<file path="config.mk">
export PLATFORM = sky130hd
export DESIGN_NAME = countdown_timer_flat
export DESIGN_NICKNAME = d
export VERILOG_FILES = /design/src/rtl/countdown_timer_if.sv /design/src/rtl/countdown_timer.sv /design/src/flat_wrapper.sv
export SDC_FILE = /design/constraint.sdc
export NUM_CORES = 1
export LEC_CHECK = 0
export BUFFER_PORTS_ARGS = -buffer_cell sky130_fd_sc_hd__buf_2
export CAP_MARGIN = 10
export CORE_MARGIN = 4
export CORE_UTILIZATION = 50
export DETAILED_ROUTE_END_ITERATION = 10
export HOLD_SLACK_MARGIN = 0.03
export PLACE_DENSITY = 0.85
export SLEW_MARGIN = 25
export SYNTH_ARGS = -nofsm -noshare
export SYNTH_HDL_FRONTEND = slang
export SYNTH_SLANG_ARGS = --single-unit
</file>
<file path="constraint.sdc">
create_clock -name clk -period 2.59 [get_ports clk]
set_input_delay 0.3885 -clock clk [delete_from_list [all_inputs] [get_ports clk]]
set_output_delay 0.3885 -clock clk [all_outputs]
set_load 0.01 [all_outputs]
</file>
<file path="src/rtl/countdown_timer_if.sv">
// rtl/countdown_timer_if.sv - control and status bundle for countdown_timer
interface countdown_timer_if #(
  parameter int WIDTH = 13
);
  logic             load;
  logic [WIDTH-1:0] load_value;
  logic             start;
  logic             pause;
  logic             en;
  logic [WIDTH-1:0] count;
  logic             running;
  logic             paused;
  logic             expired;
  logic             done;

  modport master (
    output load, load_value, start, pause, en,
    input  count, running, paused, expired, done
  );

  modport slave (
    input  load, load_value, start, pause, en,
    output count, running, paused, expired, done
  );
endinterface

</file>
<file path="src/rtl/countdown_timer.sv">
// rtl/countdown_timer.sv - loadable prescaled down-counter with expiry flag; option COUNTDOWN_AUTO_RELOAD_EN
module countdown_timer #(
  parameter int WIDTH    = 13,
  parameter int TICK_DIV = 50000
) (
  input  logic              clk,
  input  logic              reset,
  countdown_timer_if.slave  bus
);

  localparam int              PW         = $clog2(TICK_DIV);
  localparam logic [PW-1:0]   PRESC_LAST = PW'(TICK_DIV - 1);

  localparam logic [1:0] S_IDLE    = 2'd0;
  localparam logic [1:0] S_RUN     = 2'd1;
  localparam logic [1:0] S_PAUSE   = 2'd2;
  localparam logic [1:0] S_EXPIRED = 2'd3;

  logic [1:0]       state;
  logic [WIDTH-1:0] count_q;
  logic [PW-1:0]    presc;
  logic             done_q;
`ifdef COUNTDOWN_AUTO_RELOAD_EN
  logic [WIDTH-1:0] reload_q;
`endif

  // State, count and prescaler update; reset > load > pause > start, counting last
  always_ff @(posedge clk) begin
    if (reset) begin
      state   <= S_IDLE;
      count_q <= '0;
      presc   <= '0;
      done_q  <= 1'b0;
`ifdef COUNTDOWN_AUTO_RELOAD_EN
      reload_q <= '0;
`endif
    end else if (bus.load) begin
      state   <= S_IDLE;
      count_q <= bus.load_value;
      presc   <= '0;
      done_q  <= 1'b0;
`ifdef COUNTDOWN_AUTO_RELOAD_EN
      reload_q <= bus.load_value;
`endif
    end else begin
      done_q <= 1'b0;
      if (bus.pause) begin
        // prescaler is deliberately left alone so resume picks up mid-period
        if (state == S_RUN) state <= S_PAUSE;
      end else if (bus.start && state == S_IDLE) begin
        presc <= '0;
        if (count_q == '0) begin
          state  <= S_EXPIRED;
          done_q <= 1'b1;
        end else begin
          state <= S_RUN;
        end
      end else if (bus.start && state == S_PAUSE) begin
        state <= S_RUN;
      end else if (state == S_RUN && bus.en) begin
        if (presc == PRESC_LAST) begin
          presc <= '0;
          if (count_q == WIDTH'(1)) begin
            done_q <= 1'b1;
`ifdef COUNTDOWN_AUTO_RELOAD_EN
            if (reload_q != '0) begin
              count_q <= reload_q;
            end else begin
              count_q <= '0;
              state   <= S_EXPIRED;
            end
`else
            count_q <= '0;
            state   <= S_EXPIRED;
`endif
          end else begin
            count_q <= count_q - WIDTH'(1);
          end
        end else begin
          presc <= presc + PW'(1);
        end
      end
    end
  end

  assign bus.count   = count_q;
  assign bus.running = (state == S_RUN);
  assign bus.paused  = (state == S_PAUSE);
  assign bus.done    = done_q;
`ifdef COUNTDOWN_AUTO_RELOAD_EN
  assign bus.expired = (state == S_EXPIRED) && (reload_q == '0);
`else
  assign bus.expired = (state == S_EXPIRED);
`endif

endmodule

</file>
<file path="src/flat_wrapper.sv">
// flat-port wrapper written by rule: the top's interface ports become plain ports
module countdown_timer_flat 
#(
  parameter int WIDTH    = 13,
  parameter int TICK_DIV = 50000
)
  (clk, reset, bus_load, bus_load_value, bus_start, bus_pause, bus_en, bus_count, bus_running, bus_paused, bus_expired, bus_done);
  countdown_timer_if #(.WIDTH(WIDTH)) bus_i ();
  input  logic clk;
  input  logic reset;
  input wire logic [$bits(bus_i.load)-1:0] bus_load;
  input wire logic [$bits(bus_i.load_value)-1:0] bus_load_value;
  input wire logic [$bits(bus_i.start)-1:0] bus_start;
  input wire logic [$bits(bus_i.pause)-1:0] bus_pause;
  input wire logic [$bits(bus_i.en)-1:0] bus_en;
  output wire logic [$bits(bus_i.count)-1:0] bus_count;
  output wire logic [$bits(bus_i.running)-1:0] bus_running;
  output wire logic [$bits(bus_i.paused)-1:0] bus_paused;
  output wire logic [$bits(bus_i.expired)-1:0] bus_expired;
  output wire logic [$bits(bus_i.done)-1:0] bus_done;
  assign bus_i.load = bus_load;
  assign bus_i.load_value = bus_load_value;
  assign bus_i.start = bus_start;
  assign bus_i.pause = bus_pause;
  assign bus_i.en = bus_en;
  assign bus_count = bus_i.count;
  assign bus_running = bus_i.running;
  assign bus_paused = bus_i.paused;
  assign bus_expired = bus_i.expired;
  assign bus_done = bus_i.done;
  countdown_timer #(.WIDTH(WIDTH), .TICK_DIV(TICK_DIV)) u_core (.clk(clk), .reset(reset), .bus(bus_i));
endmodule
</file>
==> out/qor_table.md <==
| Item | This run |
|:---|:---|
| Final count of negative-setup-slack endpoints | 0 |
| Clock insertion delay at the later pin of the skew report | 0.32 ns |
| Starting density of the core | 53.4% |
| Antenna fix cells | 0 |
| Power spent charging and discharging nets | 0.266 mW |
| Count of vias placed by the detailed router | 1818 |
| Die Footprint | 4680 um^2 |
| Synthesized net count | 250 |
| Length of the first detailed-routing pass in iterations | 4 |
| Initial antenna violation count | 0 |
| Number of DRC markers after the initial detailed-route iteration | 166 |
| Area overhead of the layout relative to synthesis | 15.4% |
| Number of buffers inserted by port buffering | 35 |
| Wirelength, routed | 4430 um |
| Last weighted congestion value of the routability-driven placer | 0.922 |
| Dominant register cell in the synthesized netlist | sky130_fd_sc_hd__dfxtp_1 |
| Clock tree from TritonCTS | yes |
| Count of instances resized after the clock tree is built | 0 |
| Via count of the first global-routing pass | 1703 |
| Setup repair after global routing missed its margin | false |
| Count of pins over their slew limit | 0 |
| Site row count | 21 |
| Largest net degree at the start of global routing | 23 |
| Clock root cell | sky130_fd_sc_hd__clkbuf_4 |
| Leading cell type in the layout, fill and taps excluded | sky130_fd_sc_hd__buf_2 |
| Result of the run | finished clean |
| Mean number of vias per cell | 5.90 |
| Switching fraction of total power | 27.5% |
| Total Neg Setup Slack | 0 ns |
| Clock network power share | 30.1% |
| Number of buffers added to fix hold violations after cts | 0 |
| Transition at the pin with the smallest max-transition slack | 0.628 ns |
| Chip height | 68.4 um |
| Share of the clock period used by the worst path | 92.0% |
| Time the final worst path needs with I/O delays and setup | 2.38 ns |
| Count of flip-flops with a built-in enable after synthesis | 0 |
| Max_cap viols | 0 |
| Die outline width | 68.4 um |
| Number of remaining DRC errors | 0 |
| Number of synthesized register bits | 32 |
| Largest vdd supply drop | 0.000311 V |
| Relative contribution of sequential cells to total power | 54.2% |
| First-pass GRT wire length | 7440 um |
| Endpoint type of the worst setup path | flop |
| Number of cells produced by synthesis | 227 |
| H-tree Lvls | 2 |
| Hold crit path type | input pin to flop |
| Core area | 3420 um^2 |
| Routed WL per cell | 14.4 um |
| Overflow left after global routing | 0 |
| Data required, critical path | 2.84 ns |
| Buffers inserted by post-CTS timing repair | 0 |
| Warnings from Yosys | 0 |
| Setup slack, reg-to-reg | 0.21 ns |
| Arr. time, crit path | 2.64 ns |
| Top achievable clock speed | 419 MHz |
| Clock transition at the register clock pins on the worst setup and hold paths after CTS | 0.10 ns |
| Type of the setup path with the least slack | flop to flop |
| I/O pin cnt | 36 |
| Netlist area before placement | 1820 um^2 |
| Power consumption | 0.969 mW |
| Relative contribution of combinational cells to total power | 15.7% |
| Fraction of final layout cells with drive strength greater than 1 | 21.4% |
| Number of distinct library cells after synthesis | 49 |
| Tightest slew margin relative to the limit | 58.1% |
| Mapped Avg Cell Area | 8.03 um^2 |
| Max Root-Sink Buffers | 2 |
| Total power density per cell area | 461 nW/um^2 |
| Launching element type of the critical path | flop |
| Final hold slack | 0.316 ns |
| Worst-path maximum fanout | 6 |
| Filler Cells Inserted | 319 |
| Internal power | 0.703 mW |
| Static power due to leakage | 0.808 nW |
| Share of the yosys chip area belonging to registers | 35.1% |
| Skew final | 0.00908 ns |
| Most frequent cells in the layout | sky130_fd_sc_hd__buf_2 (35), sky130_fd_sc_hd__dfxtp_1 (32), sky130_fd_sc_hd__nor2_1 (29) |
| Final layout net count | 284 |
| Combined global-route utilization of all metal layers | 20.7% |
| Estimated wirelength of the detail-placed design | 3320 um |
| Post-detailed-route count of antenna-violating nets | 0 |
| Total number of clock tree sinks | 32 |
| Number of buffers inserted during clock tree synthesis | 5 |
| Async set or reset register ratio after synthesis | 0% |
| Final Hold Vio Count | 0 |
==> stage by stage <==
step | instance area [um^2] | utilization, % | cells | setup WS, ns
after floorplan | 1820 | - | 227 | 0.379
after global placement | 2040 | 59.9 | 300 | 0.341
after detailed placement | 2040 | 59.9 | 300 | 0.249
after CTS | 2100 | 61.6 | 308 | 0.236
after global routing | 2100 | 61.6 | 308 | 0.0250
final | 2100 | 61.6 | 308 | 0.206
==> sequential cells by signal (all words and copies together) (netlist names) <==
register,cells
u_core.bus.count,13
u_core.bus.done,1
u_core.presc,16
u_core.state,2
==> cells in the mapped netlist (all sizes together) (4+ instances only) <==
library cell  count  area, um^2
nand2            14        52.6
inv               8        30.0
nor4              7        50.1
buf               4        18.8
nand3            10        50.1
nand4             9        56.3
xor2             13         114
a31oi             7        43.8
nor3              7        40.0
dfxtp            32         641
a221oi            4        35.0
or3               5        31.3
o211ai            4        30.0
ha                4        50.1
o21ai             7        35.0
clkbuf           10        37.5
nor2b             4        25.0
a21oi             9        45.0
nor2             29         109
or4               6        48.8
==> layer usage <==
layer	wire (um)	global-route usage [%]	up-vias
li1	-	-	897
met1	2050	27.5	834
met2	1990	31.8	73
met3	283	5.09	14
met4	104	8.44	0
met5	0	0	-
==> kinds of logic (layout without fill, tap and decap cells) <==
| group | after synthesis | count (layout) | share of synthesized area (%) |
|---|---|---|---|
| and+or+nand+nor | 108 | 108 | 32.5 |
| AOI/OAI and AO/OA | 42 | 42 | 15.8 |
| DFF | 32 | 32 | 35.1 |
| buffers and inverters | 23 | 58 | 4.94 |
| xor gates and xnor gates | 16 | 16 | 7.69 |
| adders and majority gates | 4 | 4 | 2.75 |
| muxes | 2 | 2 | 1.17 |
==> worst max-delay path, cell delays in order (launching register included) <==
cell and delay (ns):
sky130_fd_sc_hd__dfxtp_1 0.42, sky130_fd_sc_hd__ha_1 0.22, sky130_fd_sc_hd__nand3_1 0.19, sky130_fd_sc_hd__nor4_1 0.52
sky130_fd_sc_hd__nand3_1 0.30, sky130_fd_sc_hd__or4_1 0.59, sky130_fd_sc_hd__o211ai_1 0.09
==> power by group through the flow <==
stage          Combinational (mW)  Clock (mW)  Sequential [mW]
2_1_floorplan              0.0962           0            0.538
3_3_place_gp                0.148           0            0.536
4_1_cts                     0.151       0.301            0.525
6_report                    0.152       0.291            0.526
5_1_grt                     0.170       0.318            0.528
3_5_place_dp                0.149           0            0.537
==> final cells by class <==
| type | count | area [um^2] | share of cell area [%] |
|---|---|---|---|
| Timing Repair Buffer | 41 | 220 | 10.5 |
| Inverter | 9 | 33.8 | 1.61 |
| Tap cell | 46 | 57.6 | 2.74 |
| Sequential cell | 32 | 641 | 30.5 |
| Clock buffer | 8 | 58.8 | 2.80 |
| Multi-Input combinational cell | 172 | 1090 | 51.9 |
==> worst paths after layout <==
check                            start                    to  depth (start not counted)
setup / recovery       u_core.presc[1]   u_core.bus.count[3]                          6
hold / removal       bus_load_value[4]   u_core.bus.count[4]                          3
setup reg to reg       u_core.presc[1]   u_core.bus.count[3]                          6
hold reg to reg   u_core.bus.count[10]  u_core.bus.count[10]                          2
(Power assumes the default switching activity.)
